--- src/rtl/mult_share_rr.sv ---
// -----------------------------------------------------------------------------
// mult_share_rr
//
// Round-robin scheduler that time-shares one signed N x M multiplier between
// R requesters. A winning request's operands are latched and held for LAT
// settle cycles so the ripple-carry array can resolve. The product is then
// registered and returned, tagged with the index of the requester that owns it.
//
// Ports
//   clk         clock, rising edge
//   rst_n       asynchronous active-low reset
//   req_valid   [R]      per-requester operand valid
//   req_ready   [R]      per-requester accept (one-hot or zero, IDLE only)
//   req_a       [R*N]    flattened A operands, requester i at [i*N +: N]
//   req_b       [R*M]    flattened B operands, requester i at [i*M +: M]
//   resp_valid           product valid
//   resp_ready           consumer accepts product
//   resp_id     [IDW]    owner of the product
//   resp_prod   [N+M]    signed product A*B
//   busy                 high whenever the FSM is not in IDLE
// -----------------------------------------------------------------------------
module mult_share_rr #(
  parameter  int N   = 4,
  parameter  int M   = 5,
  parameter  int R   = 2,
  parameter  int LAT = 2,
  localparam int IDW = (R > 1) ? $clog2(R) : 1
) (
  input  logic             clk,
  input  logic             rst_n,
  input  logic [R-1:0]     req_valid,
  output logic [R-1:0]     req_ready,
  input  logic [R*N-1:0]   req_a,
  input  logic [R*M-1:0]   req_b,
  output logic             resp_valid,
  input  logic             resp_ready,
  output logic [IDW-1:0]   resp_id,
  output logic [N+M-1:0]   resp_prod,
  output logic             busy
);

  localparam int CW = (LAT > 1) ? $clog2(LAT) : 1;
  localparam int PW = N + M;

  typedef enum logic [1:0] {IDLE, CALC, RESP} state_t;

  state_t          state_q, state_d;
  logic [IDW-1:0]  ptr_q, ptr_d;
  logic [IDW-1:0]  id_q, id_d;
  logic [N-1:0]    a_q, a_d;
  logic [M-1:0]    b_q, b_d;
  logic [CW-1:0]   cnt_q, cnt_d;
  logic [PW-1:0]   prod_q, prod_d;
  logic            vld_q, vld_d;

  // ---------------------------------------------------------------------------
  // Per-requester operand views
  // ---------------------------------------------------------------------------
  logic [N-1:0] a_arr [R];
  logic [M-1:0] b_arr [R];

  generate
    for (genvar gi = 0; gi < R; gi++) begin : g_ops
      assign a_arr[gi] = req_a[gi*N +: N];
      assign b_arr[gi] = req_b[gi*M +: M];
    end
  endgenerate

  // ---------------------------------------------------------------------------
  // Round-robin arbiter: first valid requester from ptr upward, wrapping at R
  // ---------------------------------------------------------------------------
  logic [IDW-1:0] cand;
  logic [IDW-1:0] grant_idx;
  logic           grant_found;

  always_comb begin
    cand        = '0;
    grant_idx   = '0;
    grant_found = 1'b0;
    for (int k = 0; k < R; k++) begin
      cand = IDW'((int'(ptr_q) + k) % R);
      if (!grant_found && req_valid[cand]) begin
        grant_found = 1'b1;
        grant_idx   = cand;
      end
    end
  end

  // Gated with rst_n so no accept strobe escapes while reset is held.
  logic [R-1:0] grant_onehot;
  assign grant_onehot = {{(R-1){1'b0}}, 1'b1} << grant_idx;
  assign req_ready    = (rst_n && state_q == IDLE && grant_found) ? grant_onehot : '0;

  // ---------------------------------------------------------------------------
  // Sign-magnitude multiplier. The N-bit unsigned magnitude of -2^(N-1) is
  // exactly 2^(N-1), so no extra bit is needed on either operand. The largest
  // magnitude product, 2^(N+M-2), fits in N+M bits with room for the sign.
  // ---------------------------------------------------------------------------
  logic [N-1:0]  mag_a;
  logic [M-1:0]  mag_b;
  logic          prod_neg;
  logic [PW-1:0] pp [M];
  logic [PW-1:0] mag_p;
  logic [PW-1:0] prod_c;

  assign mag_a    = a_q[N-1] ? (~a_q + N'(1)) : a_q;
  assign mag_b    = b_q[M-1] ? (~b_q + M'(1)) : b_q;
  assign prod_neg = a_q[N-1] ^ b_q[M-1];

  generate
    for (genvar gi = 0; gi < M; gi++) begin : g_pp
      assign pp[gi] = mag_b[gi] ? (PW'(mag_a) << gi) : '0;
    end
  endgenerate

  always_comb begin
    mag_p = '0;
    for (int k = 0; k < M; k++) begin
      mag_p = mag_p + pp[k];
    end
  end

  assign prod_c = prod_neg ? (~mag_p + PW'(1)) : mag_p;

  // ---------------------------------------------------------------------------
  // FSM next-state and datapath
  // ---------------------------------------------------------------------------
  always_comb begin
    state_d = state_q;
    ptr_d   = ptr_q;
    id_d    = id_q;
    a_d     = a_q;
    b_d     = b_q;
    cnt_d   = cnt_q;
    prod_d  = prod_q;
    vld_d   = vld_q;
    case (state_q)
      IDLE: begin
        if (grant_found) begin
          a_d     = a_arr[grant_idx];
          b_d     = b_arr[grant_idx];
          id_d    = grant_idx;
          cnt_d   = '0;
          state_d = CALC;
        end
      end
      CALC: begin
        // Operands have been stable for LAT cycles once cnt reaches LAT-1.
        if (cnt_q == CW'(LAT - 1)) begin
          prod_d  = prod_c;
          vld_d   = 1'b1;
          state_d = RESP;
        end else begin
          cnt_d = cnt_q + CW'(1);
        end
      end
      RESP: begin
        if (resp_ready) begin
          vld_d   = 1'b0;
          ptr_d   = (id_q == IDW'(R - 1)) ? '0 : id_q + IDW'(1);
          state_d = IDLE;
        end
      end
      default: state_d = IDLE;
    endcase
  end

  always_ff @(posedge clk or negedge rst_n) begin
    if (!rst_n) begin
      state_q <= IDLE;
      ptr_q   <= '0;
      id_q    <= '0;
      a_q     <= '0;
      b_q     <= '0;
      cnt_q   <= '0;
      prod_q  <= '0;
      vld_q   <= 1'b0;
    end else begin
      state_q <= state_d;
      ptr_q   <= ptr_d;
      id_q    <= id_d;
      a_q     <= a_d;
      b_q     <= b_d;
      cnt_q   <= cnt_d;
      prod_q  <= prod_d;
      vld_q   <= vld_d;
    end
  end

  assign resp_valid = vld_q;
  assign resp_id    = id_q;
  assign resp_prod  = prod_q;
  assign busy       = (state_q != IDLE);

endmodule

--- config.mk ---
export PLATFORM = sky130hd
export DESIGN_NAME = mult_share_rr
export DESIGN_NICKNAME = d
export VERILOG_FILES = /design/src/rtl/mult_share_rr.sv
export SDC_FILE = /design/constraint.sdc
export NUM_CORES = 1
export LEC_CHECK = 0
export ABC_AREA = 1
export CAP_MARGIN = 30
export CORE_MARGIN = 5
export CORE_UTILIZATION = 47
export CTS_CLUSTER_DIAMETER = 50
export DETAILED_ROUTE_END_ITERATION = 8
export PLACE_DENSITY = 0.77
export SYNTH_ARGS = -nofsm -noshare
export SYNTH_HDL_FRONTEND = slang
export SYNTH_SLANG_ARGS = --single-unit
--- constraint.sdc ---
create_clock -name clk -period 3.7 [get_ports clk]
set_clock_uncertainty 0.2 [all_clocks]
set_input_delay 0.555 -clock clk [delete_from_list [all_inputs] [get_ports clk]]
set_output_delay 0.555 -clock clk [all_outputs]
set_load 0.03 [all_outputs]
======== Word-level counts from Yosys, hierarchy flattened ========
Cells that the tools add are included.
cells by class
  add/sub/neg operators ................... 10
  $mul .................................... 0
  div/mod/pow operators ................... 0
  magnitude comparators ................... 3
  equal/unequal tests ..................... 5
  shift operators ......................... 1
  multiplexer cells ....................... 34
  bitwise logic cells ..................... 5
  reductions and logical operators ........ 14
operators by type and width
  cell                 number
  $mux 5               5
  $mux 4               5
  $mux 1               13
  $add 8x8->9          1
  $add 9x1->9 const B  1
  $mux 9               1
  $not 9->9            1
  $add 7x7->8          1
  $mux 2               4
  $mux 8               1
  $reduce_and 2->1     4
  $add 6x6->7          1
  $mux 7               1
  $add 4x5->6          1
  $mux 6               1
  $ne 2x2->1 const B   3
  $pmux 2 s3           1
  $reduce_and 3->1     2
  $reduce_bool 2->1    3
  $add 5x1->5 const B  1
  $not 5->5            1
  $add 4x1->4 const B  1
  $lt 1x2->1 const B   2
  $not 4->4            1
  other kinds (11)     16
word-level totals
  register bits after elaboration ......... 24
  bits in latches ......................... 0
  RAM bits ................................ 0
  memory bits (read-only) ................. 0
  bits of input ports ..................... 23
  output and inout bits ................... 14
  logic and storage cells ................. 80
  memories kept ........................... 0

======== Longest topological paths before layout ========
  depth after elaboration ................. 11
  depth in mapped cells ................... 22
  depth with buffers taken out ............ 22

======== Least setup slack after synthesis ========
Ideal clock, no wire load.
  kind .................................... register -> register
  from .................................... register a_q[0]
  to ...................................... register prod_q[8], in the netlist resp_prod[8]
  setup time .............................. 0.117 ns
  arrival time ............................ 3.390 ns
  required time ........................... 3.383 ns
  setup slack ............................. -0.008 ns
  cell stages (with the launch flop) ...... 19
  path buffers ............................ 0
  period minus slack after synthesis ...... 3.708 ns
  cell sequence ........................... dfrtp_1 > inv_1 > ha_1 > nand2_1 > o21ai_0 > inv_1 > nor2_1 > fa_1 > fa_1 > ha_1 > inv_1 > fa_1 > nand3_1 > o21ai_4 > nand3_1 > nand2_1 > nand2_1 > nand3_1 > nand2_1
on the way
  word-level cells in the longest chain between the ends .. 11
  elaborated cells between the ends (all ways) .. 15
  classes of those cells .................. add/sub (6); mux (7); bitwise (2)
ends and longest elaborated chain
  what                              RTL line  RTL
  start: declaration                50        logic [N-1:0] a_q, a_d;
  start signal: assignment          173       a_q <= '0;
  start signal: assignment          182       a_q <= a_d;
  $not 4->4                         106       assign mag_a = a_q[N-1] ? (~a_q + N'(1)) : a_q;
  $add 4x1->4                       106
  $mux 4 (*)                        106
  $mux 4 or $mux 5 (tied branches)  112       assign pp[gi] = mag_b[gi] ? (PW'(mag_a) << gi) : '0;
  $add 4x5->6                       119       mag_p = mag_p + pp[k];
  $add 6x6->7                       119
  $add 7x7->8                       119
  $add 8x8->9 (*)                   119
  $not 9->9                         123       assign prod_c = prod_neg ? (~mag_p + PW'(1)) : mag_p;
  $add 9x1->9                       123
  $mux 9 (*)                        123
  end signal: assignment            185       prod_q <= prod_d;
  end: declaration                  53        logic [PW-1:0] prod_q, prod_d;
Every way passes the cells marked *; elsewhere a longest branch is shown, timed or not.
A chain may end at the register's enable or synchronous reset.

======== Worst setup path in the final report ========
  from .................................... register a_q[1]
  to ...................................... register prod_q[8], in the netlist resp_prod[8]
The elaborated chain is that of the path after synthesis.

==> results.json <==
{
  "maxSlewViolCount": 0,
  "regArea_sq_um": 602,
  "dp_hpwl_um": 3270,
  "cp-end-kind": "flop",
  "final_hold_viol_count": 0,
  "insertion_delay_ns": 0.28,
  "fill_cells": 289,
  "r2r-start": "a_q[1]",
  "max_freq_ghz": 0.269,
  "tightest_slew_ns": 0.401,
  "grt_overflow_total": 0,
  "synth_area_per_cell_sq_um": 7.53,
  "rsz0062_at_grt": "true",
  "drt-initial-drc-count": 109,
  "synth_area_leader_cell": "dfrtp_1",
  "drt-total-wl_um": 5010,
  "cp-endpoint": "resp_prod[8]",
  "clk_path_buf_depth": 2,
  "drv_cap": 0,
  "gp_congestion": 0.967,
  "wl_per_cell_um": 13.3,
  "cp_max_fo": 3,
  "min_path_type": "reg -> reg",
  "fin_crit_sh": 1.01,
  "ys_async_sr_fraction": 1.00,
  "grt_antenna_before_repair": 0,
  "ys_seq_area_frac": 0.319,
  "grt_pass1_wl_um": 8170,
  "violations": "negative setup slack",
  "drtAntennaViolNets": 0,
  "pin_count": 37,
  "critPathLaunchType": "flop",
  "syn2layout_area_growth_pct": 47.1,
  "die_w_um": 73.3,
  "outcome": "finished, violations left",
  "vias": 1894,
  "synthTopCellsByCount": "nand2_1, inv_1, dfrtp_1, nor2_1, ha_1",
  "cts_root_buf": "clkbuf_8",
  "cts_sinks": 24,
  "grt_pass1_vias": 1934,
  "crit_path_start": "a_q[1]",
  "cts_buffers": 3,
  "die_y_um": 73.3,
  "final.setup.worst_slack_ns": -0.0225,
  "syn-num-nets": 294,
  "required_ns": 3.68,
  "worstPathArrival_ns": 3.70,
  "cts_max_level": 1,
  "regToRegSetupSlack_ns": -0.02,
  "rows": 23,
  "stdcell_area_sq_um": 2770,
  "final_cells": 376,
  "synth_edf_count": 0,
  "setup_viol": 1,
  "cts.clk_slew.worst_paths_ns": 0.09,
  "placed_cell_area_sq_um": 2360,
  "yosysMostFrequentCell": "nand2_1",
  "cts_tree": "built",
  "placed_cells": 344,
  "portBuffers": 36,
  "synth_area_leaders": "dfrtp_1, nand2_1, ha_1",
  "nets": 371,
  "r2r_cells": 18,
  "yosysWarnings": 0,
  "synth_top_area_frac": 0.319,
  "drtPass1Iterations": 4,
  "start_util": 0.477,
  "fin_tns_setup_ns": -0.0225,
  "vias_per_cell": 5.04,
  "drc_errors": 0,
  "timing.slew.headroom": 0.733,
  "multi_input_area_sq_um": 1200,
  "drive_gt1_frac": 0.267,
  "synth_flop_cell": "dfrtp_1",
  "num_antenna_cells": 0,
  "die-area_sq_um": 5370,
  "ys_types": 29,
  "fin_crit_ns": 3.72,
  "netlist_instances": 250,
  "grt_max_degree": 25,
  "synth.cell_area_sq_um": 1880,
  "grt_util_all_layers": 0.192,
  "worst_hold_slack_ns": 0.275,
  "rr_endpoint": "resp_prod[8]",
  "worst-setup-path-type": "reg -> reg",
  "synth_seq_cells": 24,
  "coreArea_sq_um": 3940
}
## critical path: stages (launching register included)
cell	delay, ns
dfrtp_1	0.39
inv_2	0.07
ha_4	0.16
o21ai_1	0.17
nand2_2	0.11
inv_2	0.09
nor2_2	0.04
fa_1	0.46
fa_1	0.56
ha_2	0.19
inv_2	0.04
fa_2	0.55
nand3_2	0.10
o21ai_4	0.16
nand3_2	0.11
nand2_2	0.07
nand2_1	0.05
nand3_1	0.06
nand2_1	0.05
## how the worst min path moves through the flow
| stage | cells after the start | slack (ns) | end | from |
|---|---|---|---|---|
| after floorplan | 0 | 0.06 | a_q[0] | rst_n |
| after global placement | 2 | 0.26 | resp_prod[6] | resp_prod[6] |
| after detailed placement | 2 | 0.27 | resp_prod[8] | resp_prod[8] |
| after CTS | 2 | 0.29 | resp_prod[8] | resp_prod[8] |
| after global routing | 2 | 0.31 | resp_prod[5] | resp_prod[5] |
| final | 2 | 0.28 | resp_prod[8] | resp_prod[8] |
## layout by cell type (no fill, tap or decap), types with 6 or more instances in the layout
master and count:
inv_2 9, ha_1 9, clkdlybuf4s50_1 36, dfrtp_1 23
o21ai_1 6, inv_1 29, nand3_1 9, fa_1 6
o21ai_0 6, nand2_1 63, buf_4 41, a22oi_1 9
nor2_1 18, a21oi_1 11
## cells by family after synthesis
group	Yosys count	share of synthesized area
AOI/OAI and AO/OA	40	0.131
adders and majority gates	21	0.168
xor gates and xnor gates	5	0.0233
buffers and inverters	46	0.104
and+or+nand+nor	114	0.255
DFF	24	0.319
## state kept, by name, summed over array words and instances (netlist names)
register and flops:
resp_id 1, resp_prod 9, resp_valid 1, b_q 5
state_q 2, cnt_q 1, a_q 4, ptr_q 1
## layer usage
| layer | vias up | GRT usage | routed length [um] |
|---|---|---|---|
| met3 | 13 | 0.0356 | 332 |
| li1 | 949 | - | - |
| met5 | - | 0 | 0 |
| met2 | 69 | 0.357 | 2560 |
| met1 | 863 | 0.218 | 2000 |
| met4 | 0 | 0.0615 | 119 |
## final cells by class
type | instances | area share
sequential | 24 | 0.217
tap | 50 | 0.0226
clock buffer | 3 | 0.0149
inverter | 41 | 0.0583
timing repair buffer | 77 | 0.241
clock inverter | 1 | 0.0108
multi-input combinational | 180 | 0.435
## through the flow
stage,util,setup slack [ns]
CTS,0.666,0.0223
global route,0.702,-0.182
detailed placement,0.600,-0.0584
global placement,0.600,0.0448
floorplan,-,0.00989
finish,0.702,-0.0225
## what timing repair did
item,in CTS,in global routing
hold buffers,0,0
setup buffers,21,7
endpoints found under the setup margin,3,5
gates resized for setup,17,28
pin swaps,8,16
Power is left out: the tool's default activity adds up to more than one toggle a clock period on the data nets, which glitch-free logic cannot reach.
